## src/rtl/mem_port_arbiter_pkg.sv

```systemverilog
// Shared definitions for the shared-memory port arbiter.
// Contents:
//    PROC_COUNT    number of processors in the pool (default arbiter width)
//    PORT_IDX_W    width of a port index derived from PROC_COUNT
//    arb_state_t   arbiter FSM states
//    acc_t         kind of memory access granted
package mem_port_arbiter_pkg;

   localparam int PROC_COUNT = 4;
   localparam int PORT_IDX_W = $clog2(PROC_COUNT);

   typedef enum logic [0:0] {
      ARB_IDLE = 1'b0,
      ARB_BUSY = 1'b1
   } arb_state_t;

   typedef enum logic [0:0] {
      ACC_RD = 1'b0,
      ACC_WR = 1'b1
   } acc_t;

endpackage

```

## src/rtl/mem_port_arbiter_if.sv

```systemverilog
// Request/grant bundle between the processor pool and the memory arbiter.
// Signals:
//    i_req_rd / i_req_wr   per-port level requests (pool -> arbiter)
//    i_done                per-port transaction-complete pulse (pool -> arbiter)
//    o_grant_rd / o_grant_wr  one-hot-or-zero grants (arbiter -> pool)
//    o_sel, o_busy         current owner index and grant-outstanding flag
//    o_timeout_err         sticky per-port watchdog flags
// Modports: master = processor pool side, slave = arbiter side.
interface mem_port_arbiter_if
   import mem_port_arbiter_pkg::*;
#(
   parameter int PORT_COUNT = PROC_COUNT
);
   logic [PORT_COUNT-1:0]         i_req_rd;
   logic [PORT_COUNT-1:0]         i_req_wr;
   logic [PORT_COUNT-1:0]         i_done;
   logic [PORT_COUNT-1:0]         o_grant_rd;
   logic [PORT_COUNT-1:0]         o_grant_wr;
   logic [$clog2(PORT_COUNT)-1:0] o_sel;
   logic                          o_busy;
   logic [PORT_COUNT-1:0]         o_timeout_err;

   modport master (
      output i_req_rd, i_req_wr, i_done,
      input  o_grant_rd, o_grant_wr, o_sel, o_busy, o_timeout_err
   );

   modport slave (
      input  i_req_rd, i_req_wr, i_done,
      output o_grant_rd, o_grant_wr, o_sel, o_busy, o_timeout_err
   );
endinterface

```

## src/rtl/mem_port_arbiter_rr_pick.sv

```systemverilog
// Combinational round-robin picker: finds the first set bit of req scanning
// ptr+1, ptr+2, ... modulo N, so the port at ptr itself has lowest priority.
// Ports:
//    req    request vector
//    ptr    index of the most recently served port
//    idx    chosen index (0 when nothing is requested)
//    valid  at least one request is set
module mem_port_arbiter_rr_pick
   import mem_port_arbiter_pkg::*;
#(
   parameter int N = PROC_COUNT
) (
   input  logic [N-1:0]         req,
   input  logic [$clog2(N)-1:0] ptr,
   output logic [$clog2(N)-1:0] idx,
   output logic                 valid
);
   localparam int IW = $clog2(N);

   int            cand_s;
   logic [IW-1:0] cand_idx_s;

   // Scan from farthest to nearest so the nearest requester after ptr wins.
   always_comb begin
      idx        = {IW{1'b0}};
      valid      = 1'b0;
      cand_s     = 0;
      cand_idx_s = {IW{1'b0}};
      for (int i = N; i >= 1; i--) begin
         cand_s     = (int'(ptr) + i) % N;
         cand_idx_s = IW'(cand_s);
         idx        = req[cand_idx_s] ? cand_idx_s : idx;
         valid      = valid | req[cand_idx_s];
      end
   end
endmodule

```

## src/rtl/mem_port_arbiter.sv

```systemverilog
// Round-robin arbiter for the single shared-memory access path.
// One port owns the path at a time for a read or a write; ownership ends on
// the owner's done pulse, on the owner dropping its granted request, or when
// the watchdog expires (which also sets that port's sticky error flag).
// Every release is followed by one idle cycle before the next arbitration.
// Ports:
//    i_clk   clock, rising edge
//    i_rst   synchronous active-high reset
//    bus     request/grant bundle (slave side), see mem_port_arbiter_if
// Parameters: PORT_COUNT (>=2), TIMEOUT (>=2), WR_FIRST (write wins on rd+wr).
module mem_port_arbiter
   import mem_port_arbiter_pkg::*;
#(
   parameter int PORT_COUNT = PROC_COUNT,
   parameter int TIMEOUT    = 64,
   parameter bit WR_FIRST   = 1'b1
) (
   input  logic                 i_clk,
   input  logic                 i_rst,
   mem_port_arbiter_if.slave    bus
);
   localparam int IW    = $clog2(PORT_COUNT);
   localparam int CNT_W = $clog2(TIMEOUT);

   arb_state_t            state_r;
   logic [IW-1:0]         ptr_r;
   logic [CNT_W-1:0]      cnt_r;
   logic [PORT_COUNT-1:0] grant_rd_r;
   logic [PORT_COUNT-1:0] grant_wr_r;
   logic [IW-1:0]         sel_r;
   logic                  busy_r;
   logic [PORT_COUNT-1:0] err_r;

   logic [PORT_COUNT-1:0] any_req_s;
   logic [IW-1:0]         pick_idx_s;
   logic                  pick_valid_s;
   acc_t                  pick_acc_s;
   logic [PORT_COUNT-1:0] pick_onehot_s;
   logic                  done_s;
   logic                  drop_s;
   logic                  tmo_s;

   assign any_req_s = bus.i_req_rd | bus.i_req_wr;

   mem_port_arbiter_rr_pick #(.N(PORT_COUNT)) u_pick (
      .req   (any_req_s),
      .ptr   (ptr_r),
      .idx   (pick_idx_s),
      .valid (pick_valid_s)
   );

   // Access type for the picked port; a dual request resolves by WR_FIRST.
   always_comb begin
      pick_acc_s    = ACC_RD;
      pick_onehot_s = {{(PORT_COUNT-1){1'b0}}, 1'b1} << pick_idx_s;
      if (bus.i_req_rd[pick_idx_s] && bus.i_req_wr[pick_idx_s]) begin
         pick_acc_s = WR_FIRST ? ACC_WR : ACC_RD;
      end else if (bus.i_req_wr[pick_idx_s]) begin
         pick_acc_s = ACC_WR;
      end else begin
         pick_acc_s = ACC_RD;
      end
   end

   // Release sources for the current owner; dropping the granted request counts as done.
   always_comb begin
      done_s = bus.i_done[sel_r];
      drop_s = (grant_rd_r[sel_r] & ~bus.i_req_rd[sel_r]) |
               (grant_wr_r[sel_r] & ~bus.i_req_wr[sel_r]);
      tmo_s  = (cnt_r == CNT_W'(TIMEOUT - 1));
   end

   // Arbiter FSM, watchdog counter and registered grant outputs.
   always_ff @(posedge i_clk) begin
      if (i_rst) begin
         state_r    <= ARB_IDLE;
         ptr_r      <= IW'(PORT_COUNT - 1);
         cnt_r      <= {CNT_W{1'b0}};
         grant_rd_r <= {PORT_COUNT{1'b0}};
         grant_wr_r <= {PORT_COUNT{1'b0}};
         sel_r      <= {IW{1'b0}};
         busy_r     <= 1'b0;
         err_r      <= {PORT_COUNT{1'b0}};
      end else begin
         case (state_r)
            ARB_IDLE: begin
               if (pick_valid_s) begin
                  sel_r  <= pick_idx_s;
                  busy_r <= 1'b1;
                  cnt_r  <= {CNT_W{1'b0}};
                  if (pick_acc_s == ACC_WR) begin
                     grant_wr_r <= pick_onehot_s;
                  end else begin
                     grant_rd_r <= pick_onehot_s;
                  end
                  state_r <= ARB_BUSY;
               end
            end
            ARB_BUSY: begin
               if (done_s || drop_s || tmo_s) begin
                  grant_rd_r <= {PORT_COUNT{1'b0}};
                  grant_wr_r <= {PORT_COUNT{1'b0}};
                  busy_r     <= 1'b0;
                  ptr_r      <= sel_r;
                  cnt_r      <= {CNT_W{1'b0}};
                  state_r    <= ARB_IDLE;
                  // A done (or drop) coinciding with expiry is a clean completion.
                  if (tmo_s && !done_s && !drop_s) begin
                     err_r[sel_r] <= 1'b1;
                  end
               end else begin
                  cnt_r <= cnt_r + CNT_W'(1);
               end
            end
            default: begin
               state_r    <= ARB_IDLE;
               grant_rd_r <= {PORT_COUNT{1'b0}};
               grant_wr_r <= {PORT_COUNT{1'b0}};
               busy_r     <= 1'b0;
               cnt_r      <= {CNT_W{1'b0}};
            end
         endcase
      end
   end

   assign bus.o_grant_rd    = grant_rd_r;
   assign bus.o_grant_wr    = grant_wr_r;
   assign bus.o_sel         = sel_r;
   assign bus.o_busy        = busy_r;
   assign bus.o_timeout_err = err_r;
endmodule

```

## src/flat_wrapper.sv

```systemverilog
// flat-port wrapper written by rule: the top's interface ports become plain ports
module mem_port_arbiter_flat import mem_port_arbiter_pkg::*;
#(
   parameter int PORT_COUNT = PROC_COUNT,
   parameter int TIMEOUT    = 64,
   parameter bit WR_FIRST   = 1'b1
)
  (i_clk, i_rst, bus_i_req_rd, bus_i_req_wr, bus_i_done, bus_o_grant_rd, bus_o_grant_wr, bus_o_sel, bus_o_busy, bus_o_timeout_err);
  mem_port_arbiter_if #(.PORT_COUNT(PORT_COUNT)) bus_i ();
  input  logic i_clk;
  input  logic i_rst;
  input wire logic [$bits(bus_i.i_req_rd)-1:0] bus_i_req_rd;
  input wire logic [$bits(bus_i.i_req_wr)-1:0] bus_i_req_wr;
  input wire logic [$bits(bus_i.i_done)-1:0] bus_i_done;
  output wire logic [$bits(bus_i.o_grant_rd)-1:0] bus_o_grant_rd;
  output wire logic [$bits(bus_i.o_grant_wr)-1:0] bus_o_grant_wr;
  output wire logic [$bits(bus_i.o_sel)-1:0] bus_o_sel;
  output wire logic [$bits(bus_i.o_busy)-1:0] bus_o_busy;
  output wire logic [$bits(bus_i.o_timeout_err)-1:0] bus_o_timeout_err;
  assign bus_i.i_req_rd = bus_i_req_rd;
  assign bus_i.i_req_wr = bus_i_req_wr;
  assign bus_i.i_done = bus_i_done;
  assign bus_o_grant_rd = bus_i.o_grant_rd;
  assign bus_o_grant_wr = bus_i.o_grant_wr;
  assign bus_o_sel = bus_i.o_sel;
  assign bus_o_busy = bus_i.o_busy;
  assign bus_o_timeout_err = bus_i.o_timeout_err;
  mem_port_arbiter #(.PORT_COUNT(PORT_COUNT), .TIMEOUT(TIMEOUT), .WR_FIRST(WR_FIRST)) u_core (.i_clk(i_clk), .i_rst(i_rst), .bus(bus_i));
endmodule
```

## config.mk

```make
export PLATFORM = sky130hd
export DESIGN_NAME = mem_port_arbiter_flat
export DESIGN_NICKNAME = d
export VERILOG_FILES = /design/src/rtl/mem_port_arbiter_pkg.sv /design/src/rtl/mem_port_arbiter_if.sv /design/src/rtl/mem_port_arbiter_rr_pick.sv /design/src/rtl/mem_port_arbiter.sv /design/src/flat_wrapper.sv
export SDC_FILE = /design/constraint.sdc
export NUM_CORES = 1
export LEC_CHECK = 0
export CAP_MARGIN = 20
export CORE_ASPECT_RATIO = 0.9
export CORE_MARGIN = 10
export CORE_UTILIZATION = 50
export DETAILED_ROUTE_END_ITERATION = 10
export PLACE_DENSITY = 0.87
export SLEW_MARGIN = 20
export SYNTH_ARGS = -nofsm -noshare
export SYNTH_HDL_FRONTEND = slang
export SYNTH_SLANG_ARGS = --single-unit
export TNS_END_PERCENT = 30
```

## constraint.sdc

```tcl
create_clock -name i_clk -period 2.8 [get_ports i_clk]
set_clock_uncertainty 0.05 [all_clocks]
set_input_delay 0.56 -clock i_clk [delete_from_list [all_inputs] [get_ports i_clk]]
set_output_delay 0.56 -clock i_clk [all_outputs]
set_load 0.05 [all_outputs]
```

==> results.py <==
metrics = {
    "timing": {
        "worst_slew_pin_slew_ps": 592,
        "fmax_mhz": 387,
        "drv_slew": 0,
        "period_share_pct": 92.3,
        "setup_violations": 0,
        "hold_viol_final": 0,
        "rsz0062_at_grt": "false",
        "max_slew_margin_pct": 60.1,
        "fin_setup_tns_ps": 0,
        "fin_crit_ps": 2580,
    },
    "die": {
        "fp.dieH_microns": 69.1,
        "rows": 17,
        "io_pins": 29,
        "die_x_microns": 74.6,
        "start_util_pct": 53.4,
        "core_sq_mm": 0.00251,
        "die_area_sq_mm": 0.00516,
    },
    "yosys": {
        "synthXorXnorAreaFrac_pct": 0.653,
        "ys_warn_count": 0,
        "netlist_area_sq_mm": 0.00134,
        "synth-async-reset-ratio_pct": 0,
        "seq_area_frac_synth_pct": 35.8,
        "avgSynthCellArea_sq_um": 8.60,
        "ys.flop_type": "dfxtp_1",
        "synth-compound-area-share_pct": 19.4,
        "synthSimpleGateAreaFrac_pct": 28.9,
        "synth_edf_count": 0,
        "synth_mux_area_share_pct": 8.40,
        "synth.distinct_cells": 51,
        "ys_ff_latch": 24,
        "synthCells": 156,
        "synth_top_family_by_area": "simple AND/OR/NAND/NOR gates",
        "synthAdderAreaFrac_pct": 1.77,
        "synth_nets": 171,
    },
    "flow_run": {
        "max-cap-violations": 0,
    },
    "final_layout": {
        "n_fill_cell": 214,
        "syn_to_final_growth_pct": 26.8,
        "final_area_sq_mm": 0.00170,
        "drive_above_1_share_pct": 12.2,
        "final_common_cell": "clkdlybuf4s50_1",
        "fin_nets": 204,
        "final_cell_mix": "clkdlybuf4s50_1, dfxtp_1, nor2_1",
        "antenna_cells": 0,
    },
    "drt": {
        "drt-vias-per-instance": 5.90,
        "wl_per_cell_microns": 16.6,
        "drt_iter0_drc": 126,
        "wirelength_mm": 3.59,
        "post-route-drc-count": 0,
        "antenna_left": 0,
        "dr.pass1.iters": 5,
        "vias": 1274,
    },
    "global_route": {
        "grt-ovfl-total": 0,
        "grt_max_degree": 16,
        "grt_usage_pct": 14.1,
        "antenna_found_initial": 0,
        "grt_pass1_vias": 1247,
        "grt_pass1_wl_mm": 5.89,
    },
    "power": {
        "power.static_leakage_nw": 0.653,
        "p_int_mw": 0.688,
        "power_switching_mw": 0.463,
        "p_comb_share_pct": 46.4,
        "power.share.sequential_pct": 37.3,
        "clkPwrFrac_pct": 16.4,
        "ir_worst_vdd_uv": 403,
        "swShare_pct": 40.2,
        "powerDensity_mw_per_mm2": 677,
    },
    "clocking": {
        "post_cts_buffers": 0,
        "cts_resized": 0,
        "root_buffer": "clkbuf_4",
        "h-tree-depth": 1,
        "cts.path.max_buffers": 2,
        "cts_made_buffers": 3,
        "hold_buffers": 0,
        "cts_tree": "built",
        "clkSinkCount": 24,
        "clk_pin_slew_ps": 120,
        "worstSkewPairLatency_ps": 330,
    },
    "place": {
        "place_area_sq_mm": 0.00166,
        "gp_congestion": 0.941,
        "port_buffers": 28,
        "hpwlAfterDp_mm": 2.89,
    },
    "critical_path": {
        "crit_chain": "clkdlybuf4s50_1 -> nor2_1 -> o21a_1 -> a21oi_1 -> nor2b_4 -> and2_4 -> or4_4 -> mux2i_1",
        "required_ps": 3000,
        "crit_type": "in2reg",
        "critPathLaunchType": "input port",
        "cp_slowest_cell": "or4_4",
        "cp.arrival_ps": 2790,
        "cp_max_fo": 5,
        "max_stage_delay_ps": 580,
        "setup.worst_path.end_class": "flop",
    },
    "worst_hold_path": {
        "holdCritPathClass": "reg2reg",
    },
    "outcome": {
        "status": "finished clean",
    },
}
[sequential cells by signal (all words and copies together), names as in the netlist]
| signal | cells |
|---|---|
| u_core.bus.o_busy | 1 |
| u_core.ptr_r | 2 |
| u_core.bus.o_grant_rd | 4 |
| u_core.state_r | 1 |
| u_core.bus.o_grant_wr | 4 |
| u_core.bus.o_timeout_err | 4 |
| u_core.bus.o_sel | 2 |
| u_core.cnt_r | 6 |
[layout make-up]
| class | instances | area, sq um | share of cell area [%] |
|---|---|---|---|
| Timing Repair Buffer | 35 | 333 | 19.6 |
| Tap cell | 28 | 35.0 | 2.06 |
| Multi-Input combinational cell | 119 | 793 | 46.7 |
| Sequential cell | 24 | 480 | 28.3 |
| Clock buffer | 4 | 36.3 | 2.13 |
| Inverter | 6 | 22.5 | 1.32 |
[power groups by stage]
stage                     Sequential, mW  Clock (mW)  Combinational [mW]
after detailed placement           0.435           0               0.531
after global placement             0.431           0               0.515
final                              0.429       0.188               0.533
after CTS                          0.428       0.191               0.533
after floorplan                    0.511           0               0.319
after global routing               0.434       0.205               0.572
[path summary, 6_finish.rpt]
kind	startpoint	to	slack, ps	cells after the start
max	bus_i_req_wr[3]	u_core.bus.o_grant_wr[1]$_SDFFE_PP0P_	220	8
min	u_core.bus.o_timeout_err[2]$_SDFFE_PP0P_	u_core.bus.o_timeout_err[2]$_SDFFE_PP0P_	450	2
max reg2reg	u_core.ptr_r[1]$_SDFFE_PP1P_	u_core.bus.o_grant_wr[1]$_SDFFE_PP0P_	640	6
min reg2reg	u_core.bus.o_timeout_err[2]$_SDFFE_PP0P_	u_core.bus.o_timeout_err[2]$_SDFFE_PP0P_	450	2
[cells by family (layout without fill, tap and decap cells)]
| logic type | Yosys count | in the layout |
|---|---|---|
| buf+inv | 13 | 45 |
| compound gates | 36 | 36 |
| simple gates | 70 | 70 |
| fa+ha+maj | 2 | 2 |
| flops | 24 | 24 |
| xor+xnor | 1 | 1 |
| mux | 10 | 10 |
[synth_stat cells, drive strengths merged (3+ instances only)]
cell / count / area (sq um)
nor2b: 5 / 38.8
clkbuf: 3 / 12.5
nor2: 22 / 82.6
nor3: 7 / 46.3
a31oi: 4 / 25.0
dfxtp: 24 / 480
nand3: 3 / 15.0
or2b: 4 / 30.0
inv: 6 / 22.5
nand2b: 10 / 62.6
nor4: 3 / 18.8
a21oi: 7 / 35.0
nand2: 8 / 30.0
o21ai: 7 / 38.8
mux2i: 9 / 90.1
buf: 4 / 32.5
[worst max-delay path, delay by kind of cell]
family,cells,cell delay [ps]
buf+inv,1,530
mux,1,190
compound gates,2,300
simple gates,4,1200
[through the flow]
step	setup slack, ps	std cells	utilization (%)	total power, mW	hold slack [ps]
after detailed placement	-74.3	212	66.3	0.965	409
after global placement	12.1	212	66.3	0.946	404
after floorplan	311	156	-	0.830	418
after global routing	173	216	67.7	1.21	485
final	217	216	67.7	1.15	445
after CTS	271	216	67.7	1.15	446
[per-layer routing]
metal,share of wire (%),track usage (%),wire [microns]
met3,11,6.42,381
met5,0,0,0
met4,1.2,5.21,42
met2,47,21.1,1680
met1,42,16.9,1490
No activity file was read; power rests on OpenSTA's default activity.
==> variant 1 (same flow settings) <==
`WR_FIRST` is set to 1'b1 in 2 places; all go to 1'b0.
--- a/src/rtl/mem_port_arbiter.sv
+++ b/src/rtl/mem_port_arbiter.sv
@@ -13,7 +13,7 @@
 #(
    parameter int PORT_COUNT = PROC_COUNT,
    parameter int TIMEOUT    = 64,
-   parameter bit WR_FIRST   = 1'b1
+   parameter bit WR_FIRST   = 1'b0
 ) (
    input  logic                 i_clk,
    input  logic                 i_rst,
--- a/src/flat_wrapper.sv
+++ b/src/flat_wrapper.sv
@@ -3,7 +3,7 @@
 #(
    parameter int PORT_COUNT = PROC_COUNT,
    parameter int TIMEOUT    = 64,
-   parameter bit WR_FIRST   = 1'b1
+   parameter bit WR_FIRST   = 1'b0
 )
   (i_clk, i_rst, bus_i_req_rd, bus_i_req_wr, bus_i_done, bus_o_grant_rd, bus_o_grant_wr, bus_o_sel, bus_o_busy, bus_o_timeout_err);
   mem_port_arbiter_if #(.PORT_COUNT(PORT_COUNT)) bus_i ();
Check against the original RTL: not equivalent (Yosys sat finds a counterexample within 4 cycles, from zero or initial values and one cycle with i_rst high).
==> variant 1 against the original RTL <==
Synthesized area is 11% higher. Final area is 28% higher. Total power is 2.1% lower. Core utilization is 10 points higher. Sequential cell count stayed put. Sequential power is 4.7% lower. Sequential share of layout area is 6.1 points lower. Critical endpoint unchanged. Setup slack worse by 0.028 ns. Wire length is 29% higher.
==> variant 1: results (changes against the original RTL) <==
sta:
  holdWs_ns: 0.4372  # -0.008136 ns
  min_period_ns: 2.611  # +0.02797 ns
worst_setup_path:
  cp.arrival_ns: 2.81  # +0.02 ns
  cpPeakStageDelay_ns: 0.36  # -0.22 ns
  worst-path-max-fanout: 6  # +1
  rrSetupSlack_ns: 0.21  # -0.43 ns
synthesis:
  synth_compound_gate_area_share_pct: 22.15  # +2.7 points
  ys_seq_area_share_pct: 32.21  # -3.6 points
  synthTopCellsByArea: "dfxtp_1, nor2_1, mux2i_1"
  yosys.cell_types.count: 45  # -12%
  synthXorXnorAreaFrac_pct: 0  # -0.65 points
  syn_avg_cell_area_um2: 8.018  # -6.7%
power_and_ir_drop:
  peakVddDrop_uv: 406.9  # +0.88%
routing:
  num_vias: 1566  # +23%
  dr.pass1.iters: 4  # -1
  drt_iter0_drc: 163  # +29%
  detail_route.wirelength_mm: 4.634  # +29%
place:
  place_hpwl_mm: 3.207  # +11%
  place_ws_ns: -0.4065  # -0.3322 ns
  place_area_um2: 2003  # +20%
  gp_congestion: 0.9527  # +1.2%
status:
  status: "complete, no violations"
finish:
  drive_gt1_share_pct: 25.62  # +13 points
  final_nets: 258  # +26%
global_route:
  grt_max_degree: 17  # +1
[variant 1: metal layers]
| layer | routed length [µm] | vias up | GRT usage, % |
|---|---|---|---|
| li1 | - | 782 | - |
| met1 | 1935 | 715 | 18.18 |
| met2 | 2263 | 57 | 27.74 |
| met3 | 287 | 12 | 3.367 |
| met4 | 148 | 0 | 4.251 |
| met5 | 0 | - | 0 |
[variant 1: path summary, 6_finish.rpt]
| path | startpoint | endpoint |
|---|---|---|
| worst max register to register | u_core.ptr_r[1] | u_core.bus.o_grant_wr[1] |
| worst min register to register | u_core.bus.o_timeout_err[1] | u_core.bus.o_timeout_err[1] |
| worst min-delay path | u_core.bus.o_timeout_err[1] | u_core.bus.o_timeout_err[1] |
| worst max-delay path | bus_i_req_rd[0] | u_core.bus.o_grant_wr[1] |
[variant 1: cells by family after synthesis]
kind of cell    count (synthesis)
compound gates                 47
fa+ha+maj                       1
buf+inv                        18
flops                          24
mux                            10
simple gates                   86
[variant 1: area by class of cell]
type / instances / area [µm²] / area share, %
timing repair buffer: 62 / 555.5 / 25.56
inverter: 8 / 30.03 / 1.382
clock inverter: 1 / 30.03 / 1.382
clock buffer: 3 / 22.52 / 1.036
sequential: 24 / 480.5 / 22.11
tap: 40 / 50.05 / 2.303
multi-input combinational: 144 / 1005 / 46.23
[variant 1: power breakdown]
group	leakage [nW]	switching [mW]	internal (mW)	total, mW
Sequential	0.195	0.0411	0.368	0.409
Clock	0.0279	0.107	0.145	0.252
Combinational	0.723	0.254	0.211	0.465
Total	0.947	0.403	0.724	1.13
[variant 1: worst max-delay path, delay by kind of cell]
family,cells,cell delay [ns]
buf+inv,1,0.14
simple gates,5,1.21
mux,2,0.60
compound gates,2,0.29
[variant 1: timing repair]
item,4_1_cts,5_1_grt
gates resized for setup,9,18
hold buffers,0,0
pin swaps,5,6
endpoints found under the setup margin,4,11
setup buffers,1,2
==> variant 2 (same settings) <==
Made on the original files. Make the reset (`i_rst`) asynchronous in one clocked block. Comments in the files are not updated.
--- a/src/rtl/mem_port_arbiter.sv
+++ b/src/rtl/mem_port_arbiter.sv
@@ -71,7 +71,7 @@
    end
 
    // Arbiter FSM, watchdog counter and registered grant outputs.
-   always_ff @(posedge i_clk) begin
+   always_ff @(posedge i_clk or posedge i_rst) begin
       if (i_rst) begin
          state_r    <= ARB_IDLE;
          ptr_r      <= IW'(PORT_COUNT - 1);
Formal check against the unedited RTL: differs if i_rst is asserted again (counterexample within 4 cycles, from zero or initial values and one cycle with i_rst high); with i_rst held inactive, the same outputs for 4 cycles.
==> variant 2 against the original RTL <==
Register-to-register slack got worse by 0.03 ns. Synthesized area increased by 3.0%. Fmax increased by 1.9%. Count of clock-buffer cells in the layout unchanged. Sequential cell count unchanged. Final cell count increased by 4.2%. Critical path type unchanged. Die area increased by 2.2%. Total power increased by 55%. Wire length increased by 3.7%. Sequential power increased by 36%. Via count increased by 3.1%. Final area increased by 5.6%. Setup slack improved by 0.049 ns. Largest cell class unchanged.
==> variant 2: results (changes against the original RTL) <==
worst_setup_path:
  r2r-start: "u_core.ptr_r[1]"
  rr_endpoint: "u_core.bus.o_grant_rd[2]"
  crit_start: "bus_i_req_wr[0]"
  rrSetupSlack_ns: 0.61  # -0.03 ns
  ff2ff_path_depth: 5  # -1
  cp.arrival_ns: 2.70  # -0.09 ns
  worst-path-max-fanout: 6  # +1
status:
  status: "complete, no violations"
sta:
  worst_slew_pin_slew_ns: 0.5632  # -0.02910 ns
  fmax_mhz: 394.6  # +1.9%
place:
  place_ws_ns: -0.02941  # +0.04486 ns
  gp_congestion: 0.8848  # -6.0%
  place_area_um2: 1759  # +5.7%
  place_hpwl_mm: 3.023  # +4.7%
power_and_ir_drop:
  peakVddDrop_uv: 792.7  # +97%
synthesis:
  ys_seq_area_share_pct: 43.66  # +7.8 points
  ys.flop_type: "dfrtp_1"
  yosys.cell_types.count: 40  # -22%
  synth_nets: 170  # -0.58%
  ys_top_cells_by_count: "dfrtp_1, nand2_1, nand3_1"
  synthTopCellsByArea: "dfrtp_1, nand3_1, nand2_1"
routing:
  met2RoutedLength_mm: 1.744  # +4.1%
  detail_route.wirelength_mm: 3.724  # +3.7%
  dr_wl_met3_um: 237  # -38%
  vias_per_cell: 5.840  # -0.99%
global_route:
  grt_pass1_wl_mm: 6.341  # +7.7%
  track_usage_pct: 14.85  # +0.80 points
  grt_max_degree: 25  # +9
clock_tree:
  cts.reportedPaths.clkPinSlew_ns: 0.14  # +0.02 ns
finish:
  fillCellCount: 239  # +12%
  drive_gt1_share_pct: 15.38  # +3.2 points
  final_nets: 211  # +3.4%
## variant 2: cell count changes in the layout (fill, tap and decap cells not counted), sizes merged, moves of 4 or more
cell    change
dfxtp      -24
dfrtp      +22
nand3      +16
nand2      +11
nand2b      -9
nor2        -8
mux2i       -7
inv         +5
a31oi       -4
o31ai       +4
or2b        -4
## variant 2: worst min-delay path by stage
stage,endpoint,cells past startpoint,from,slack (ns)
floorplan,u_core.cnt_r[4],1,u_core.cnt_r[4],0.42
global placement,u_core.bus.o_timeout_err[0],1,u_core.bus.o_timeout_err[0],0.40
detailed placement,u_core.bus.o_timeout_err[3],1,u_core.bus.o_timeout_err[3],0.41
CTS,u_core.bus.o_timeout_err[3],1,u_core.bus.o_timeout_err[3],0.44
global route,u_core.bus.o_timeout_err[1],1,u_core.bus.o_timeout_err[1],0.46
finish,u_core.bus.o_timeout_err[3],1,u_core.bus.o_timeout_err[3],0.43
## variant 2: cell type report
class | instances | area, µm² | area share (%)
Multi-Input combinational cell | 118 | 721.9 | 40.21
Sequential cell | 24 | 603.1 | 33.59
Timing Repair Buffer | 38 | 355.3 | 19.79
Inverter | 11 | 41.29 | 2.300
Tap cell | 30 | 37.54 | 2.091
Clock buffer | 4 | 36.28 | 2.021
## variant 2: stage by stage
step	TNS, ns	hold WS, ns	std cells
2_1_floorplan	0	0.4246	155
3_3_place_gp	0	0.4010	221
3_5_place_dp	-0.02941	0.4109	221
4_1_cts	0	0.4415	225
5_1_grt	0	0.4621	225
6_report	0	0.4345	225
## variant 2: routing by layer
metal,vias up,global-route usage (%)
met5,-,0
met4,0,3.299
met3,2,3.531
met2,42,23.42
met1,624,19.80
li1,646,-
## variant 2: kinds of logic after synthesis
family | synth area share (%)
fa+ha+maj | 0.9057
buf+inv | 4.076
compound gates | 23.28
mux | 1.449
simple gates | 26.63
flops | 43.66
## variant 2: power by group through the flow
| stage | clock network [mW] | registers, mW | logic (mW) |
|---|---|---|---|
| 2_1_floorplan | 0 | 0.753 | 0.503 |
| 3_3_place_gp | 0 | 0.583 | 0.998 |
| 3_5_place_dp | 0 | 0.589 | 1.01 |
| 4_1_cts | 0.186 | 0.582 | 1.01 |
| 5_1_grt | 0.201 | 0.598 | 1.10 |
| 6_report | 0.183 | 0.585 | 1.01 |
## variant 2: worst max-delay path, stage by stage
cell	delay [ns]
clkdlybuf4s50_1	0.51
nor4_1	0.52
a2111oi_2	0.10
nor3_1	0.37
nand3_1	0.28
a41o_2	0.35
